===== config.mk =====
export PLATFORM = sky130hd
export DESIGN_NAME = sy_irq_gate
export DESIGN_NICKNAME = d
export VERILOG_FILES = /design/src/rtl/sy_irq_gate_pkg.sv /design/src/rtl/sy_irq_gate_chan.sv /design/src/rtl/sy_irq_gate.sv
export SDC_FILE = /design/constraint.sdc
export NUM_CORES = 1
export LEC_CHECK = 0
export BUFFER_PORTS_ARGS = -buffer_cell sky130_fd_sc_hd__buf_2
export CAP_MARGIN = 20
export CORE_MARGIN = 4
export CORE_UTILIZATION = 25
export CTS_CLUSTER_DIAMETER = 200
export DETAILED_ROUTE_END_ITERATION = 16
export GPL_TIMING_DRIVEN = 0
export PLACE_DENSITY_LB_ADDON = 0.12
export SLEW_MARGIN = 0
export SYNTH_ARGS = -nofsm -noshare
export SYNTH_HDL_FRONTEND = slang
export SYNTH_SLANG_ARGS = --single-unit

===== constraint.sdc =====
create_clock -name clk_i -period 6.7 [get_ports clk_i]
set_input_delay 0.335 -clock clk_i [delete_from_list [all_inputs] [get_ports clk_i]]
set_output_delay 0.335 -clock clk_i [all_outputs]
set_load 0.01 [all_outputs]

===== src/rtl/sy_irq_gate_pkg.sv =====
// Shared types and width helpers for the sy_irq_gate interrupt gateway.
// Debounce is enabled by defining SY_IRQ_GATE_DEBOUNCE_EN.
package sy_irq_gate_pkg;

   typedef enum logic [1:0] {
      IDLE     = 2'd0,
      PULSE    = 2'd1,
      WAIT_LOW = 2'd2
   } gate_state_e;

   function automatic int deb_cnt_width(input int deb_cycles);
      return (deb_cycles < 1) ? 1 : $clog2(deb_cycles + 1);
   endfunction

   function automatic int stretch_cnt_width(input int stretch_cycles);
      return (stretch_cycles <= 1) ? 1 : $clog2(stretch_cycles);
   endfunction

endpackage


===== src/rtl/sy_irq_gate_chan.sv =====
// One gateway channel: synchroniser, optional debounce (SY_IRQ_GATE_DEBOUNCE_EN),
// edge-to-pulse FSM or level pass-through, and sticky lost-edge flag.
module sy_irq_gate_chan
   import sy_irq_gate_pkg::*;
#(
   parameter int DEB_CYCLES     = 4,
   parameter int STRETCH_CYCLES = 8,
   parameter bit IS_EDGE        = 1'b0
) (
   input  logic clk,
   input  logic rst,
   input  logic raw,
   input  logic lost_clr,
   output logic irq,
   output logic lost
);

   logic sync1;
   logic sync2;
   logic filt;
   logic lost_set;

   if (DEB_CYCLES < 1 || STRETCH_CYCLES < 1) begin : g_bad_param
      $error("sy_irq_gate_chan: DEB_CYCLES and STRETCH_CYCLES must be >= 1");
   end

   always_ff @(posedge clk or posedge rst) begin
      if (rst) begin
         sync1 <= 1'b0;
         sync2 <= 1'b0;
      end else begin
         sync1 <= raw;
         sync2 <= sync1;
      end
   end

`ifdef SY_IRQ_GATE_DEBOUNCE_EN
   localparam int DEB_W = deb_cnt_width(DEB_CYCLES);
   localparam logic [DEB_W-1:0] DEB_LAST = DEB_W'(DEB_CYCLES - 1);

   logic [DEB_W-1:0] deb_cnt;

   always_ff @(posedge clk or posedge rst) begin
      if (rst) begin
         deb_cnt <= '0;
         filt    <= 1'b0;
      end else if (sync2 == filt) begin
         deb_cnt <= '0;
      end else if (deb_cnt == DEB_LAST) begin
         filt    <= sync2;
         deb_cnt <= '0;
      end else begin
         deb_cnt <= deb_cnt + 1'b1;
      end
   end
`else
   assign filt = sync2;
`endif

   if (IS_EDGE) begin : g_edge
      localparam int STR_W = stretch_cnt_width(STRETCH_CYCLES);
      localparam logic [STR_W-1:0] STR_LOAD = STR_W'(STRETCH_CYCLES - 1);

      gate_state_e      state;
      gate_state_e      state_next;
      logic [STR_W-1:0] str_cnt;
      logic [STR_W-1:0] str_cnt_next;
      logic             filt_prev;
      logic             rise;

      assign rise = filt & ~filt_prev;

      always_ff @(posedge clk or posedge rst) begin
         if (rst) begin
            state     <= IDLE;
            str_cnt   <= '0;
            filt_prev <= 1'b0;
         end else begin
            state     <= state_next;
            str_cnt   <= str_cnt_next;
            filt_prev <= filt;
         end
      end

      always_comb begin
         state_next   = state;
         str_cnt_next = str_cnt;
         unique case (state)
            IDLE: begin
               if (rise) begin
                  state_next   = PULSE;
                  str_cnt_next = STR_LOAD;
               end
            end
            PULSE: begin
               // A held-high line parks in WAIT_LOW so it yields one pulse only.
               if (str_cnt == '0) begin
                  state_next = filt ? WAIT_LOW : IDLE;
               end else begin
                  str_cnt_next = str_cnt - 1'b1;
               end
            end
            WAIT_LOW: begin
               if (!filt) begin
                  state_next = IDLE;
               end
            end
            default: state_next = IDLE;
         endcase
      end

      always_comb begin
         irq      = (state == PULSE);
         lost_set = rise && (state == PULSE);
      end
   end else begin : g_level
      always_ff @(posedge clk or posedge rst) begin
         if (rst) begin
            irq <= 1'b0;
         end else begin
            irq <= filt;
         end
      end

      assign lost_set = 1'b0;
   end

   always_ff @(posedge clk or posedge rst) begin
      if (rst) begin
         lost <= 1'b0;
      end else if (lost_set) begin
         lost <= 1'b1;
      end else if (lost_clr) begin
         lost <= 1'b0;
      end
   end

endmodule


===== src/rtl/sy_irq_gate.sv =====
// Interrupt gateway feeding the level-triggered PLIC sources, one channel per line.
// Define SY_IRQ_GATE_DEBOUNCE_EN to enable the per-source debounce filter.
module sy_irq_gate
   import sy_irq_gate_pkg::*;
#(
   parameter int                    SOURCE_NUM     = 30,
   parameter int                    DEB_CYCLES     = 4,
   parameter int                    STRETCH_CYCLES = 8,
   parameter logic [SOURCE_NUM-1:0] EDGE_MASK      = '0
) (
   input  logic                  clk_i,
   input  logic                  rst_i,
   input  logic [SOURCE_NUM-1:0] irq_raw_i,
   output logic [SOURCE_NUM-1:0] irq_sources_o,
   output logic [SOURCE_NUM-1:0] lost_o,
   input  logic [SOURCE_NUM-1:0] lost_clr_i
);

   for (genvar i = 0; i < SOURCE_NUM; i++) begin : g_chan
      sy_irq_gate_chan #(
         .DEB_CYCLES     (DEB_CYCLES),
         .STRETCH_CYCLES (STRETCH_CYCLES),
         .IS_EDGE        (EDGE_MASK[i])
      ) u_chan (
         .clk      (clk_i),
         .rst      (rst_i),
         .raw      (irq_raw_i[i]),
         .lost_clr (lost_clr_i[i]),
         .irq      (irq_sources_o[i]),
         .lost     (lost_o[i])
      );
   end

endmodule


==> Word level (Yosys, flattened, before mapping) <==
Cells that the tools add are included.
{ "word_totals": {"ff_bits": 90, "in_bits": 62, "output_inout_bits": 60, "word_cells": 90} }

==> Longest topological paths before layout <==
Gate-level depths: netlist (run 1).
{ "depth": {"depth_word": 0, "depth_mapped": 1, "mapped_depth_nobuf": 1} }

==> By module <==
Synthesis (run 1) repeated with hierarchy kept, for this count alone.
{ "hier_totals": {"cells_unflattened": 180, "hier_area_um2": 2702.6} }
{ "modules_own_cells": {"columns": ["mod", "n_inst", "cells_each", "area_per_inst_um2", "seq_area_each_um2"], "rows": [
  ["sy_irq_gate_chan", 30, 6, 90.1, 75.1]
]} }

==> Worst setup path after synthesis (run 1) <==
Ideal clock, no wire load.
{ "synth_path": {"path_kind": "register to output", "start": "register g_chan[0].u_chan.irq", "end": "output port irq_sources_o[0]", "arrival_time_ps": 467, "required_ps": 6365, "setup_slack_ps": 5898, "stages_incl_launch_ff": 2, "path_buffers": 1, "cell_sequence": "dfrtp_1 buf_4"} }
{ "synth_rtl": {"columns": ["element", "line", "rtl"], "rows": [
  ["start, declared", "sy_irq_gate_chan.sv:14", "output logic irq,"],
  ["start signal, assigned", "sy_irq_gate_chan.sv:121", "irq <= filt;"],
  ["end, declared", "sy_irq_gate.sv:14", "output logic [SOURCE_NUM-1:0] irq_sources_o,"]
]} }
No word-level cell between the ends.

==> Worst setup path in the final report (run 1) <==
{ "layout_path": {"start": "register g_chan[9].u_chan.irq", "end": "output port irq_sources_o[9]"} }
{ "layout_rtl": {"columns": ["element", "line"], "rows": [
  ["start, declared", "sy_irq_gate_chan.sv:14"],
  ["start signal, assigned", "sy_irq_gate_chan.sv:121"]
]} }
No word-level cell between the ends.

==> run_results.csv, run 1 <==
group,metric,value,unit
run_status,outcome,"finished clean",
critical_path,timing.critical_path.slowest_stage_cell,"sky130_fd_sc_hd__dfrtp_1",
timing,period_minus_slack,1310,ps
critical_path,r2r_setup_slack,6220,ps
route,drt-initial-drc-count,28,
synth,synth.avg_cell_area,17.8,um^2
finish,final.fill_count,1078,
floorplanning,fp.dieH,112,um
synth,post_synth_instance_area,2710,um^2
timing,finalWorstSetupSlack,5390,ps
job,timing.max_cap.violations,0,
global_route,initial_antenna_violation_count,2,
critical_path,cp-end-kind,"output port",
global_route,grt_overflow,0,
critical_path,cp_max_fo,1,
route,num_vias,1223,
synth,synth.distinct_cells,4,
placement,place_worst_setup_slack,5620,ps
worst_hold_path,worst_hold_class,"in2async",
route,route.antenna.remaining_nets,0,
floorplanning,chipWidth,112,um
synth,syn_inst,152,
power,power.switching,0.000227,W
timing,max_slew.worst_pin.slew,518,ps
placement,gpl.final_weighted_congestion,0.603,
critical_path,rr_startpoint,"g_chan[20].u_chan.sync1",
cts,cts_buffers,9,
power,power.share.combinational,0.065,
cts,cts_setup_buffers,0,
placement,buffer_ports.inserted,61,
floorplanning,rows,37,
critical_path,arrival,970,ps
cts,hold_buffers,0,
power,cell_internal_power,0.000819,W
critical_path,timing.critical_path.slowest_cell_delay,380,ps
power,total_leakage_power,1.82,nW
route,routed_wl,3530,um
timing,finalHoldViolations,0,
critical_path,r2r_end,"g_chan[20].u_chan.filt",
timing,report.final.setup_viol,0,
cts,htree_num_levels,3,
route,vias_per_cell,3.10,
global_route,first_global_vias,1278,
floorplanning,die-area,12600,um^2
global_route,grt_pass1_wl,6090,um
timing,total_count_of_max_transition_violations_in_the_final_report,0,
timing,achievable-frequency,0.764,GHz
floorplanning,start_util,0.259,
finish,count_of_inserted_antenna_diode_cells,0,
route,first_pass_iteration_count_of_the_detailed_router,2,
synth,yosysWarningCount,0,
cts,clkLatencyLatePin,350,ps
critical_path,worstPathCellList,"buf_4 > buf_2",
finish,area.growth.synth_to_final,30.7,%
timing,timing.max_slew.rel_slack,0.655,
cts,clk_root_buffer_cell,"sky130_fd_sc_hd__clkbuf_8",
power,pwr-share-seq,0.551,
cts,path_clk_slew,90,ps
cts,cts_tree,"done",
timing,final.period_utilization,0.195,
critical_path,worstSetupStartpointType,"flip-flop",
timing,fin_setup_tns,0,ps
critical_path,required,6360,ps
critical_path,cell_count_of_the_worst_reg_to_reg_path,0,
power,power.density_cell_area,295,nW/um^2
route,routed_wire_length_per_instance,8.95,um
finish,final_layout_size_suffix_gt1_frac,0.535,
power,share_of_total_power_in_the_clock_network,0.384,
route,post-route-drc-count,0,
timing,rsz0062_at_grt,"false",
cts,number_of_gates_given_a_new_drive_strength_after_cts,0,
floorplanning,io-pin-count,122,
floorplanning,core_region_area,10500,um^2
synth,seq_area_frac_synth,0.831,
timing,final.setup_skew,10.4,ps
critical_path,worstSetupPathType,"reg2out",
finish,fin_nets,316,
power,switching_share,0.217,
global_route,pin_count_of_the_biggest_net_entering_global_routing,50,
placement,dp_wirelength,2390,um
cts,clk_path_buf_depth,2,
synth,synth.ff_latch_count,90,
finish,finish.utilization,0.339,
power,worst_vdd_ir,0.000102,V
global_route,globalRouteTotalUtil,0.0641,
cts,clock_sink_count,90,
## power groups by stage
stage               logic (W)  clock network, W  registers, W
floorplan           0.0000464                 0      0.000586
global placement    0.0000676                 0      0.000587
detailed placement  0.0000701                 0      0.000587
CTS                 0.0000702          0.000427      0.000576
global route        0.0000769          0.000454      0.000579
finish              0.0000682          0.000402      0.000576
## placed cells by master, fill, tap and decap left out, drive strengths merged
cell,instances
conb,30
buf,122
clkbuf,9
dfrtp,90
bufinv,2
inv,5
## synth_stat cells, drive strengths merged
cell / number / share of area
buf: 60 / 0.17
inv: 1 / 0.0014
conb: 1 / 0.0014
dfrtp: 90 / 0.83
## sequential cells by signal, summed over array words and instances, names as in the netlist
name / cells
g_chan.u_chan.irq: 30
g_chan.u_chan.filt: 30
g_chan.u_chan.sync1: 30
## layer usage
metal	track usage	part of all wire	up-vias
met5	0	0.0060	-
met4	0.0240	0.0082	4
met3	0.0512	0.14	6
met2	0.0969	0.47	56
met1	0.0669	0.38	585
li1	-	-	572
## cell type report
type | count | area, um^2 | share of cell area
buffer | 60 | 450 | 0.127
clock buffer | 9 | 124 | 0.0350
clock inverter | 6 | 95.1 | 0.0268
inverter | 1 | 6.26 | 0.00177
multi-input combinational | 30 | 113 | 0.0318
sequential | 90 | 2250 | 0.636
tap | 136 | 170 | 0.0480
timing repair buffer | 62 | 333 | 0.0939
## worst max-delay path: cells and delay by family (launching register included)
family                 cells  cell delay (ps)
flip-flops                 1              380
buffers and inverters      2              250
## logic make-up after synthesis
group,after synthesis,synth area share
DFF,90,0.831
buffers and inverters,61,0.168
other,1,0.00138
## worst max-delay path by stage
| stage | from | to | slack [ps] | cells past startpoint |
|---|---|---|---|---|
| after floorplan | rst_i | g_chan[0].u_chan.filt | 4030 | 1 |
| after global placement | rst_i | g_chan[23].u_chan.sync1 | 2930 | 2 |
| after CTS | g_chan[0].u_chan.irq | irq_sources_o[0] | 5350 | 2 |
| final | g_chan[9].u_chan.irq | irq_sources_o[9] | 5390 | 2 |
| after detailed placement | rst_i | g_chan[7].u_chan.irq | 5620 | 3 |
| after global routing | g_chan[0].u_chan.irq | irq_sources_o[0] | 5310 | 2 |
## stage by stage
stage / cell area [um^2] / hold WS, ps / instances / power, W
floorplan: 2820 / 331 / 181 / 0.000632
global placement: 3290 / 331 / 378 / 0.000654
detailed placement: 3320 / 335 / 379 / 0.000657
CTS: 3540 / 27.9 / 394 / 0.00107
global route: 3540 / 36.3 / 394 / 0.00111
finish: 3540 / 16.3 / 394 / 0.00105
Note: power is estimated with default switching activity, not from simulation.
==> inputs of run 2 (changes only) <==
==> constraint.sdc (replaced) <==
create_clock -name clk_i -period 1.2 [get_ports clk_i]
set_input_delay 0.06 -clock clk_i [delete_from_list [all_inputs] [get_ports clk_i]]
set_output_delay 0.06 -clock clk_i [all_outputs]
set_load 0.01 [all_outputs]
==> run_results.csv, run 2 (synthesized netlist as in run 1, its figures left out) <==
group,metric,value,unit
route,post-route-drc-count,0,
global_route,use_met2,0.105,
timing,rsz0062_at_grt,"false",
power,switching_share,0.226,
finish,fin_nets,348,
timing,finalHoldViolations,0,
timing,report.final.setup_viol,0,
finish,final_layout_size_suffix_gt1_frac,0.478,
global_route,first_global_vias,1419,
job,timing.max_cap.violations,0,
critical_path,path_delay_family,"flip-flops",
critical_path,timing.critical_path.slowest_stage_cell,"sky130_fd_sc_hd__dfrtp_1",
cts,htree_num_levels,3,
placement,dp_wirelength,2610,um
power,total_leakage_power,1.94,nW
finish,count_of_inserted_antenna_diode_cells,0,
placement,gpl.final_weighted_congestion,0.587,
finish,layout_commonest_cell,"sky130_fd_sc_hd__dfrtp_1",
timing,total_count_of_max_transition_violations_in_the_final_report,0,
global_route,initial_antenna_violation_count,0,
floorplanning,fp.dieH,112,um
critical_path,worstSetupPathType,"reg2out",
run_status,outcome,"finished clean",
cts,cts_setup_buffers,0,
global_route,grt_use_met1,0.0841,
route,routed_wl,3930,um
floorplanning,start_util,0.259,
critical_path,timing.critical_path.slowest_cell_delay,380,ps
floorplanning,io-pin-count,122,
timing,final.setup_skew,7.63,ps
cts,clkLatencyLatePin,350,ps
cts,clk_root_buffer_cell,"sky130_fd_sc_hd__clkbuf_8",
global_route,grt_pass1_wl,6950,um
cts,cts_tree,"done",
route,routed_wire_length_per_instance,9.21,um
power,power.share.combinational,0.081,
critical_path,arrival,980,ps
finish,finish.utilization,0.368,
floorplanning,chipWidth,112,um
floorplanning,core_region_area,10500,um^2
global_route,grt_overflow,0,
global_route,globalRouteTotalUtil,0.0726,
cts,clk_path_buf_depth,2,
cts,cts_buffers,9,
timing,timing.max_slew.rel_slack,0.536,
cts,number_of_gates_given_a_new_drive_strength_after_cts,0,
timing,period_minus_slack,1040,ps
timing,fin_setup_tns,0,ps
critical_path,crit_buf_inv,2,
route,first_pass_iteration_count_of_the_detailed_router,2,
critical_path,worstSetupStartpointType,"flip-flop",
critical_path,cp-end-kind,"output port",
cts,path_clk_slew,90,ps
power,worst_vdd_ir,0.000580,V
route,num_vias,1303,
timing,achievable-frequency,0.963,GHz
placement,buffer_ports.inserted,61,
critical_path,required,1140,ps
floorplanning,rows,37,
critical_path,cp_max_fo,1,
timing,final.period_utilization,0.865,
cts,clock_sink_count,90,
global_route,grt_most_used_layer,"met2",
placement,place_worst_setup_slack,368,ps
finish,final_area,3850,um^2
finish,biggestRegsByFlops,"g_chan.u_chan.filt: 30 flops, g_chan.u_chan.irq: 30 flops, g_chan.u_chan.sync1: 30 flops",
power,power.switching,0.00130,W
finish,area.growth.synth_to_final,42.0,%
route,drt-initial-drc-count,12,
route,route.antenna.remaining_nets,0,
worst_hold_path,worst_hold_class,"in2reg",
cts,hold_buffers,31,
power,report.power.total,0.00574,W
critical_path,worstPathCellList,"buf_4 > buf_2",
timing,finalWorstSetupSlack,162,ps
global_route,pin_count_of_the_biggest_net_entering_global_routing,35,
finish,mostFrequentLayoutCells,"90 x sky130_fd_sc_hd__dfrtp_1, 61 x sky130_fd_sc_hd__buf_2, 60 x sky130_fd_sc_hd__buf_4, 31 x sky130_fd_sc_hd__dlygate4sd3_1, 30 x sky130_fd_sc_hd__conb_1",
placement,placed_area,3340,um^2
global_route,globalRouteMet3Util,0.0480,
power,share_of_total_power_in_the_clock_network,0.358,
power,pwr-share-seq,0.561,
route,vias_per_cell,3.05,
timing,max_slew.worst_pin.slew,695,ps
power,cell_internal_power,0.00444,W
floorplanning,die-area,12600,um^2
power,power.density_cell_area,1490,nW/um^2
==> run 2: changes by cell type in the layout (fill, tap and decap cells not counted), sizes merged <==
| cell | previous run | this run |
|---|---|---|
| buf | 122 | 123 |
| bufinv | 2 | 1 |
| clkbuf | 9 | 10 |
| clkinv | 0 | 1 |
| clkinvlp | 0 | 2 |
| dlygate4sd3 | 0 | 31 |
| inv | 5 | 3 |
==> run 2: area by class of cell <==
type / count / area (um^2)
repair buffers: 94 / 656
fillers: 1032 / 6610
clock buffers: 10 / 128
inverters: 1 / 7.51
well taps: 136 / 170
flip-flops and latches: 90 / 2250
plain buffers: 60 / 450
clock inverters: 6 / 72.6
multi-input cells: 30 / 113
==> run 2: final timing paths <==
path / depth (start not counted) / endpoint / from / slack (ps)
max in group asynchronous: 4 / g_chan[16].u_chan.irq / rst_i / 270
min reg2reg: 0 / g_chan[2].u_chan.irq / g_chan[2].u_chan.filt / 350
max: 2 / irq_sources_o[1] / g_chan[1].u_chan.irq / 160
max reg2reg: 0 / g_chan[26].u_chan.filt / g_chan[26].u_chan.sync1 / 710
min: 2 / g_chan[26].u_chan.sync1 / irq_raw_i[26] / 350
min in group asynchronous: 3 / g_chan[23].u_chan.irq / rst_i / 360
==> run 2: through the flow <==
step / hold slack [ps] / instances
after floorplan: 91.4 / 181
after global placement: 168 / 378
after detailed placement: 169 / 380
after CTS: 309 / 427
after global routing: 312 / 427
final: 345 / 427
==> run 2: power groups by stage <==
stage / logic (W) / clock network [W] / registers, W
2_1_floorplan: 0.000260 / 0 / 0.00327
3_3_place_gp: 0.000379 / 0 / 0.00328
3_5_place_dp: 0.000397 / 0 / 0.00328
4_1_cts: 0.000476 / 0.00221 / 0.00322
5_1_grt: 0.000523 / 0.00235 / 0.00324
6_report: 0.000467 / 0.00205 / 0.00322
==> run 2: routing by layer <==
metal  vias up  wire, um
li1        638         -
met1       600      1520
met2        59      1890
met3         6       454
met4         0        66
met5         -         0
